===== src/rtl/pitch_freq_module.sv =====
// pitch_freq_module
//   Converts a pitch lag (in samples) into a smoothed frequency in Hz.
//   A restoring shift-subtract divider computes floor(SAMPLE_RATE / tau),
//   one quotient bit per clock (MSB first). A 3-point median filter over the
//   recent voiced quotients then suppresses single-frame octave errors.
//   Lags below MIN_TAU are treated as unvoiced. They bypass the divider,
//   report freq=0 and clear the filter history.
//
// Ports
//   clk      in   single clock, all state updates on posedge
//   reset    in   synchronous, active-high reset
//   start    in   request strobe, accepted only while ready=1
//   min_tau  in   [TAU_WIDTH-1:0] lag from the threshold search, 0 = no pitch
//   ready    out  idle and able to accept start
//   freq     out  [FREQ_WIDTH-1:0] smoothed frequency in Hz, held between results
//   voiced   out  last result came from a voiced lag, held between results
//   valid    out  one-cycle pulse marking a new freq/voiced result
module pitch_freq_module #(
    parameter int unsigned TAU_WIDTH   = 8,
    parameter int unsigned FREQ_WIDTH  = 16,
    parameter int unsigned SAMPLE_RATE = 8000,
    parameter int unsigned MIN_TAU     = 2
) (
    input  logic                  clk,
    input  logic                  reset,
    input  logic                  start,
    input  logic [TAU_WIDTH-1:0]  min_tau,
    output logic                  ready,
    output logic [FREQ_WIDTH-1:0] freq,
    output logic                  voiced,
    output logic                  valid
);

    localparam int unsigned CNT_W = $clog2(FREQ_WIDTH + 1);

    typedef enum logic [1:0] {
        IDLE   = 2'd0,
        DIVIDE = 2'd1,
        MEDIAN = 2'd2
    } state_t;

    state_t state, state_next;

    logic [TAU_WIDTH-1:0]  tau_q;
    logic                  unvoiced_q;
    logic [TAU_WIDTH:0]    rem_q;
    // Dividend bits shift out of the top while quotient bits shift in at the
    // bottom. After FREQ_WIDTH iterations the register holds the quotient.
    logic [FREQ_WIDTH-1:0] dq_q;
    logic [CNT_W-1:0]      iter_q;

    // The filter window is the current quotient plus the two previous voiced
    // quotients. hist_cnt_q saturates at 3 and counts results held since the
    // last clear.
    logic [FREQ_WIDTH-1:0] hist0_q, hist1_q;
    logic [1:0]            hist_cnt_q;

    logic                  tau_unvoiced;
    logic [TAU_WIDTH:0]    tau_ext;
    logic [TAU_WIDTH:0]    trial;
    logic                  qbit;
    logic [TAU_WIDTH:0]    rem_next;
    logic                  last_iter;
    logic [FREQ_WIDTH-1:0] med;
    logic [1:0]            hist_cnt_next;

    function automatic logic [FREQ_WIDTH-1:0] median3(
        input logic [FREQ_WIDTH-1:0] a,
        input logic [FREQ_WIDTH-1:0] b,
        input logic [FREQ_WIDTH-1:0] c
    );
        logic [FREQ_WIDTH-1:0] lo, hi;
        lo = (a < b) ? a : b;
        hi = (a < b) ? b : a;
        if (c < lo)      median3 = lo;
        else if (c > hi) median3 = hi;
        else             median3 = c;
    endfunction

    // Divider datapath and filter helpers
    always_comb begin
        tau_unvoiced = (min_tau < TAU_WIDTH'(MIN_TAU));
        tau_ext      = {1'b0, tau_q};
        trial        = {rem_q[TAU_WIDTH-1:0], dq_q[FREQ_WIDTH-1]};
        // rem_q stays below tau, so its top bit is always 0. It is still
        // included so that an over-range remainder would force a subtract.
        qbit         = rem_q[TAU_WIDTH] || (trial >= tau_ext);
        rem_next     = qbit ? (trial - tau_ext) : trial;
        last_iter    = (iter_q == CNT_W'(FREQ_WIDTH - 1));
        med          = median3(dq_q, hist0_q, hist1_q);
        hist_cnt_next = (hist_cnt_q == 2'd3) ? 2'd3 : hist_cnt_q + 2'd1;
    end

    // State register
    always_ff @(posedge clk) begin
        if (reset) state <= IDLE;
        else       state <= state_next;
    end

    // Next-state and ready
    always_comb begin
        state_next = state;
        ready      = 1'b0;
        case (state)
            IDLE: begin
                ready = 1'b1;
                if (start) state_next = tau_unvoiced ? MEDIAN : DIVIDE;
            end
            DIVIDE: begin
                if (last_iter) state_next = MEDIAN;
            end
            MEDIAN: begin
                state_next = IDLE;
            end
            default: begin
                state_next = IDLE;
            end
        endcase
    end

    // Datapath and output registers
    always_ff @(posedge clk) begin
        if (reset) begin
            tau_q      <= '0;
            unvoiced_q <= 1'b0;
            rem_q      <= '0;
            dq_q       <= '0;
            iter_q     <= '0;
            hist0_q    <= '0;
            hist1_q    <= '0;
            hist_cnt_q <= '0;
            freq       <= '0;
            voiced     <= 1'b0;
            valid      <= 1'b0;
        end else begin
            valid <= 1'b0;
            case (state)
                IDLE: begin
                    if (start) begin
                        tau_q      <= min_tau;
                        unvoiced_q <= tau_unvoiced;
                        rem_q      <= '0;
                        dq_q       <= FREQ_WIDTH'(SAMPLE_RATE);
                        iter_q     <= '0;
                    end
                end
                DIVIDE: begin
                    rem_q  <= rem_next;
                    dq_q   <= {dq_q[FREQ_WIDTH-2:0], qbit};
                    iter_q <= iter_q + CNT_W'(1);
                end
                MEDIAN: begin
                    valid <= 1'b1;
                    if (unvoiced_q) begin
                        freq       <= '0;
                        voiced     <= 1'b0;
                        hist_cnt_q <= '0;
                    end else begin
                        hist1_q    <= hist0_q;
                        hist0_q    <= dq_q;
                        hist_cnt_q <= hist_cnt_next;
                        voiced     <= 1'b1;
                        // Filter only once three results precede this one.
                        freq       <= (hist_cnt_q == 2'd3) ? med : dq_q;
                    end
                end
                default: begin
                end
            endcase
        end
    end

endmodule


===== config.mk =====
export PLATFORM = sky130hd
export DESIGN_NAME = pitch_freq_module
export DESIGN_NICKNAME = d
export VERILOG_FILES = /design/src/rtl/pitch_freq_module.sv
export SDC_FILE = /design/constraint.sdc
export NUM_CORES = 1
export LEC_CHECK = 0
export BUFFER_PORTS_ARGS = -buffer_cell sky130_fd_sc_hd__buf_2
export CAP_MARGIN = 10
export CORE_MARGIN = 2
export CORE_UTILIZATION = 45
export DETAILED_ROUTE_END_ITERATION = 16
export PLACE_DENSITY = 0.74
export SETUP_SLACK_MARGIN = 0.15
export SKIP_LAST_GASP = 1
export SLEW_MARGIN = 0
export SYNTH_ARGS = -nofsm -noshare
export SYNTH_HDL_FRONTEND = slang
export SYNTH_SLANG_ARGS = --single-unit

===== constraint.sdc =====
create_clock -name clk -period 4.9 [get_ports clk]
set_input_delay 0.245 -clock clk [delete_from_list [all_inputs] [get_ports clk]]
set_output_delay 0.245 -clock clk [all_outputs]
set_load 0.05 [all_outputs]

---- Word level (Yosys, flattened, before mapping) ----
Index checks and enable logic that the tools add are counted.
word-level totals
  flip-flop bits (word level) ............. 93
  input bits .............................. 11
  output and inout port bits .............. 19
  logic and storage cells ................. 56
cells by class
  $add $sub $neg .......................... 3
  order comparisons ....................... 5
  equality and inequality tests ........... 6
  muxes and demuxes ....................... 22
  bitwise gates (word level) .............. 1
  reduce and logical (&&, ||, !) cells .... 7
operators by type and width
  cell                                                        count
  two-way mux 16 bit                                          7
  less-than comparator 16 bit                                 2
  case mux 16 bit (2 select lines)                            1
  two-way mux 9 bit                                           2
  case mux 9 bit (2 select lines)                             1
  greater-than comparator 16 bit                              1
  two-way mux 2 bit                                           5
  case mux 5 bit (2 select lines)                             1
  greater-or-equal comparator 9 x 8 -> 1 bit                  1
  subtractor 9 x 8 -> 9 bit                                   1
  less-than comparator 8 x 2 -> 1 bit, second input constant  1
  AND reduction 2 bit                                         4
  adder 5 x 1 -> 5 bit, second input constant                 1
  == test 5 x 4 -> 1 bit, second input constant               1
  two-way mux 5 bit                                           1
  == test 2 bit, second input constant                        2
  inequality test 2 bit, second input constant                2
  case mux 2 bit (2 select lines)                             1
  two-way mux 1 bit                                           3
  adder 2 x 1 -> 2 bit, second input constant                 1
  == test 2 x 1 -> 1 bit, second input constant               1
  zero test 2 bit                                             1
  nonzero test 2 bit                                          1
  logical OR 1 bit                                            1
  inverter 1 bit                                              1

---- Logic depth before layout (Yosys ltp) ----
  depth in word-level cells ............... 7
  depth in mapped cells ................... 20
  gate-level depth less buffers ........... 17

---- Worst setup path after synthesis ----
Ideal clock, no wire load.
  path kind ............................... flip-flop to flip-flop
  start point ............................. register hist0_q[2]
  end point ............................... register freq[10]
  library setup time ...................... 69 ps
  arrival time ............................ 3770 ps
  required time ........................... 4831 ps
  slack ................................... 1061 ps
  stages on the path, launching flop included .. 20
  path buffers ............................ 3
  period minus slack after synthesis ...... 3839 ps
  path through ............................ dfxtp_1 -> inv_1 -> ha_1 -> a211oi_2 -> o21ai_2 -> a311oi_4 -> nand2_2 -> buf_4 -> mux2i_1 -> ha_1 -> a22oi_1 -> o211ai_1 -> a221oi_4 -> nand2_1 -> o31ai_4 -> or2_1 -> buf_6 -> buf_6 -> a211oi_2 -> o21ai_1
between the ends
  longest elaborated chain between the ends .. 7
  elaborated cells on any way between the ends .. 9
  those cells by class .................... 3 x order compare; 6 x mux
ends and longest elaborated chain
  item                            line    RTL
  start: declaration              55      logic [FREQ_WIDTH-1:0] hist0_q, hist1_q;
  start signal: assignment        160     hist0_q <= dq_q;
  less-than comparator 16 bit     73, 74
  two-way mux 16 bit              74      hi = (a < b) ? b : a;
  greater-than comparator 16 bit  76      else if (c > hi) median3 = hi;
  two-way mux 16 bit              76
  two-way mux 16 bit (*)          75      if (c < lo) median3 = lo;
  two-way mux 16 bit (*)          164     freq <= (hist_cnt_q == 2'd3) ? med : dq_q;
  two-way mux 16 bit (*)          154     if (unvoiced_q) begin
  end signal: assignment          164
  end: declaration                29      output logic [FREQ_WIDTH-1:0] freq,
Every way passes the cells marked *; elsewhere a longest branch is shown, timed or not.
A chain may end at the register's enable or synchronous reset.

---- Final worst setup path ----
  start point ............................. register hist0_q[15]
  end point ............................... register freq[0]
Same word-level chain as after synthesis.

==> results.md <==
- The clock passes through at most 2 buffers.
- During synthesis, Yosys emitted a total of 0 warnings.
- The compound-gate portion of the synthesized area is 0.230.
- VDD sags by at most 0.191 mV.
- The count of final hold-check violations is 0.
- The static leakage power is 2.59 nW.
- The measured slew at the worst slew-check pin is 1.31 ns.
- The multiplexer fraction of the synthesized cell area is 0.0708.
- The distinct cell type count after synthesis is 57.
- The commonest non-fill, non-tap cell in the layout is sky130_fd_sc_hd__nand2_1.
- The number of antenna cells inserted is 0.
- The minimum period implied by the final worst setup slack is 4.26 ns.
- The number of cell rows is 41.
- The max-capacitance violation count is 0.
- The flow ran to the end, and the final reports show no timing, DRC or antenna violations.
- Across the routed clock network, the largest skew measured is 0.00684 ns.
- The area share of and/or/nand/nor cells after synthesis is 0.184.
- The region available for standard cell placement spans 12500 sq um.
- The critical path data required time is 5.17 ns.
- The worst register-to-register path ends at freq[0]$_SDFFE_PP0P_.
- The largest net degree at the start of global routing is 74.
- The initial utilization of the core area, before any placement, comes to 0.455.
- The count of nets left with antenna violations once routing finished came out at 0.
- The die outline area is 13500 sq um.
- The synthesized area is 5670 sq um.
- The critical path is of the reg -> reg type.
- The library cells used most frequently in the layout, excluding fill and tap cells, are sky130_fd_sc_hd__nand2_1, sky130_fd_sc_hd__dfxtp_1, sky130_fd_sc_hd__nor2_1, sky130_fd_sc_hd__a21oi_1, sky130_fd_sc_hd__ha_1.
- After detailed routing, the number of vias per cell comes to 5.54.
- The number of nets in the layout is 789.
- The number of flops mapped to enable cells by yosys is 0.
- The root buffer cell is sky130_fd_sc_hd__clkbuf_16.
- The CTS tree is done.
- The post-cts hold buffer count is 0.
- In this run the tightest slew margin relative to its limit is 0.122.
- In the final timing run, aggregate negative setup slack is 0 ns.
- The total length of routed met3 wires is 757 microns.
- STA classifies the critical path endpoint as a flop.
- The H-tree depth reported by CTS is 3.
- The number of sinks on the clock net is 93.
- The starting DRC count in detailed routing is 433.
- The area occupied by registers is 1860 sq um.
- The count of cells resized by post-cts repair is 0.
- 30 I/O pins were placed.
- The core occupancy in the finished layout is 0.507.
- The maximum operating frequency is 235 MHz.
- The cell count after placement is 882.
- After synthesis, the largest family of logic cells by area is compound AO/OA/AOI/OAI gates.
- Once layout is complete, the cells apart from fillers number 898.
- The period utilization is 0.869.
- Across all register-to-register paths, the minimum setup slack is 0.64 ns.
- The die is 116 microns tall.
- Of the cells placed in the final design, the portion with a size suffix greater than 1 is 0.138.
- The total vias in the final route is 4977.
- Summed over all layers, the global routing overflow is 0.
- The register area share after synthesis is 0.328.
- The DRC violation count after routing is 0.
- Buffers placed on the I/O ports in this run total 29.
- The routed length on met1 is 6510 microns.
- The combined global-route utilization of all metal layers is 0.210.
- The top flip-flop cell by instance count after synthesis is sky130_fd_sc_hd__dfxtp_1.
- The number of pins exceeding their max-slew limit in the final report was 0.
- The first global-routing pass estimated 22600 microns of wire.
- The worst min-delay path endpoint is tau_q[4]$_SDFFE_PP0P_.
- The overall power is 2.19 mW.
- The first-pass iteration count of the detailed router is 5.
- For the worst-skew pair, the clock arrives at the later sink with an insertion delay of 0.34 ns.
- Setup violations remaining at the end of the flow were counted as 0.
- The detailed placement HPWL is 9450 microns.
- Setup repair after global routing left no endpoint under its margin.
- The worst reg-to-reg path cell count is 18.
- The synthesized net count is 773.
- The launch instance of the worst min-delay path is min_tau[4].
- STA puts the critical path data arrival time at 4.52 ns.
- The xor and xnor fraction of the mapped netlist area is 0.00618.
- The relative area change from synthesis to final layout is 11.4%.
- The critical path launch point type is a flop.
- The total power density per cell area is 347 nW/um^2.
- The initial antenna violation count is 0.
- The type of the tightest min-delay check is in -> reg.
- Of all flip-flops after synthesis, the portion carrying an async set or reset was 0.
- Post-CTS timing repair inserted 0 buffers for setup.
- The final wirelength is 13500 microns.
- In this run the mean area of a mapped cell was 8.04 sq um.
- The total of fill cells in the finished design is 1204.
- The die is 116 microns wide.
- The count of state elements after synthesis is 93.
- The maximum fanout count along the critical path is 36.
- The clock transition time at the flip-flop clock pins of the worst setup and hold paths is 0.07 ns.
- After detailed routing, the average wire length per cell comes to 15.1 microns.
- The worst hold path cell count is 3.
- The number of global-route vias before repair is 4643.
- The startpoint of the worst-slack reg-to-reg timing path is hist0_q[15]$_SDFFE_PP0P_.
- The synthesized-area fraction occupied by adder cells is 0.127.
- The routability congestion estimate from global placement is 0.907.
- Buffers inserted during clock tree synthesis total 9.
- The met2 wire length is 6070 microns.
- The cell count after synthesis is 705.
- The highest metal layer carrying signal wires in the routed design is met4.
- The multi-input gate area in the final layout is 3530 sq um.
-- synthesized netlist by cell type (3+ instances only) --
master,n,area share
sky130_fd_sc_hd__a31o_2,15,0.023
sky130_fd_sc_hd__nor2b_1,5,0.0055
sky130_fd_sc_hd__ha_1,56,0.12
sky130_fd_sc_hd__xnor2_1,4,0.0062
sky130_fd_sc_hd__nor4_1,3,0.0033
sky130_fd_sc_hd__nand2_1,103,0.068
sky130_fd_sc_hd__nor2_1,88,0.058
sky130_fd_sc_hd__a211oi_1,8,0.011
sky130_fd_sc_hd__nand2b_1,6,0.0066
sky130_fd_sc_hd__inv_1,36,0.024
sky130_fd_sc_hd__a21oi_1,69,0.061
sky130_fd_sc_hd__nand4_1,8,0.0088
sky130_fd_sc_hd__o21bai_1,3,0.0040
sky130_fd_sc_hd__a22oi_1,12,0.016
sky130_fd_sc_hd__dfxtp_1,93,0.33
sky130_fd_sc_hd__a211oi_2,12,0.026
sky130_fd_sc_hd__clkbuf_1,26,0.017
sky130_fd_sc_hd__mux2i_1,39,0.069
sky130_fd_sc_hd__o21ai_1,15,0.013
sky130_fd_sc_hd__nand3_1,4,0.0035
sky130_fd_sc_hd__nor3_1,14,0.012
sky130_fd_sc_hd__o21ai_0,38,0.034
sky130_fd_sc_hd__buf_2,5,0.0044
-- per-layer routing --
| layer | up-vias | GRT usage |
|---|---|---|
| li1 | 2507 | - |
| met1 | 2294 | 0.291 |
| met2 | 154 | 0.336 |
| met3 | 22 | 0.0337 |
| met4 | 0 | 0.0627 |
| met5 | - | 0 |
-- layout make-up --
class	instances	area share
clock buffer	10	0.0362
clock inverter	6	0.0149
inverter	36	0.0214
tap	172	0.0341
timing repair buffer	42	0.0404
sequential	93	0.295
multi-input combinational	539	0.558
-- worst max-delay path, cell delays in order, from the launching register on --
cell,delay [ns]
sky130_fd_sc_hd__dfxtp_1,0.44
sky130_fd_sc_hd__inv_1,0.08
sky130_fd_sc_hd__ha_1,0.32
sky130_fd_sc_hd__nand4_1,0.15
sky130_fd_sc_hd__nor2_1,0.23
sky130_fd_sc_hd__a311oi_4,0.14
sky130_fd_sc_hd__nand2_2,0.11
sky130_fd_sc_hd__buf_12,0.24
sky130_fd_sc_hd__mux2i_1,0.26
sky130_fd_sc_hd__ha_1,0.28
sky130_fd_sc_hd__a21oi_1,0.14
sky130_fd_sc_hd__o21ai_0,0.13
sky130_fd_sc_hd__o311ai_0,0.40
sky130_fd_sc_hd__o2111ai_1,0.25
sky130_fd_sc_hd__o31ai_4,0.11
sky130_fd_sc_hd__buf_4,0.33
sky130_fd_sc_hd__mux2i_1,0.23
sky130_fd_sc_hd__o2111ai_1,0.11
sky130_fd_sc_hd__o21ai_0,0.20
-- where the power goes --
group / total [mW] / internal, mW / switching (mW) / leakage, nW
Sequential: 0.812 / 0.783 / 0.0290 / 0.754
Combinational: 0.621 / 0.240 / 0.381 / 1.68
Clock: 0.760 / 0.452 / 0.308 / 0.154
Total: 2.19 / 1.48 / 0.717 / 2.59
-- kinds of logic after synthesis --
group / after synthesis
xor+xnor: 4
buf+inv: 73
simple gates: 244
fa+ha+maj: 57
flops: 93
compound gates: 194
mux: 40
-- sequential cells by signal, summed over array words and instances, names as in the netlist --
name and count:
tau_q 8, valid 1, hist_cnt_q 2, dq_q 16, unvoiced_q 1, hist1_q 16, state 2, hist0_q 16
rem_q 9, voiced 1, freq 16, iter_q 5
-- stage by stage --
step / instance area (sq um) / hold WS, ns / worst slack, ns
finish: 6320 / 0.147 / 0.643
detailed placement: 5990 / 0.441 / 0.740
floorplan: 5670 / 0.384 / 1.06
global route: 6320 / 0.155 / 0.315
CTS: 6320 / 0.141 / 0.718
global placement: 5990 / 0.436 / 0.844
-- worst max path at each step --
stage                                   startpoint                    end  cells after the start
after floorplan            hist0_q[2]$_SDFFE_PP0P_  freq[10]$_SDFFE_PP0P_                     19
after detailed placement  hist0_q[15]$_SDFFE_PP0P_   freq[9]$_SDFFE_PP0P_                     18
after CTS                 hist0_q[15]$_SDFFE_PP0P_   freq[9]$_SDFFE_PP0P_                     18
after global routing      hist0_q[15]$_SDFFE_PP0P_   freq[0]$_SDFFE_PP0P_                     18
after global placement     hist0_q[9]$_SDFFE_PP0P_   freq[0]$_SDFFE_PP0P_                     18
final                     hist0_q[15]$_SDFFE_PP0P_   freq[0]$_SDFFE_PP0P_                     18
Power figures use the tool's default switching activity.
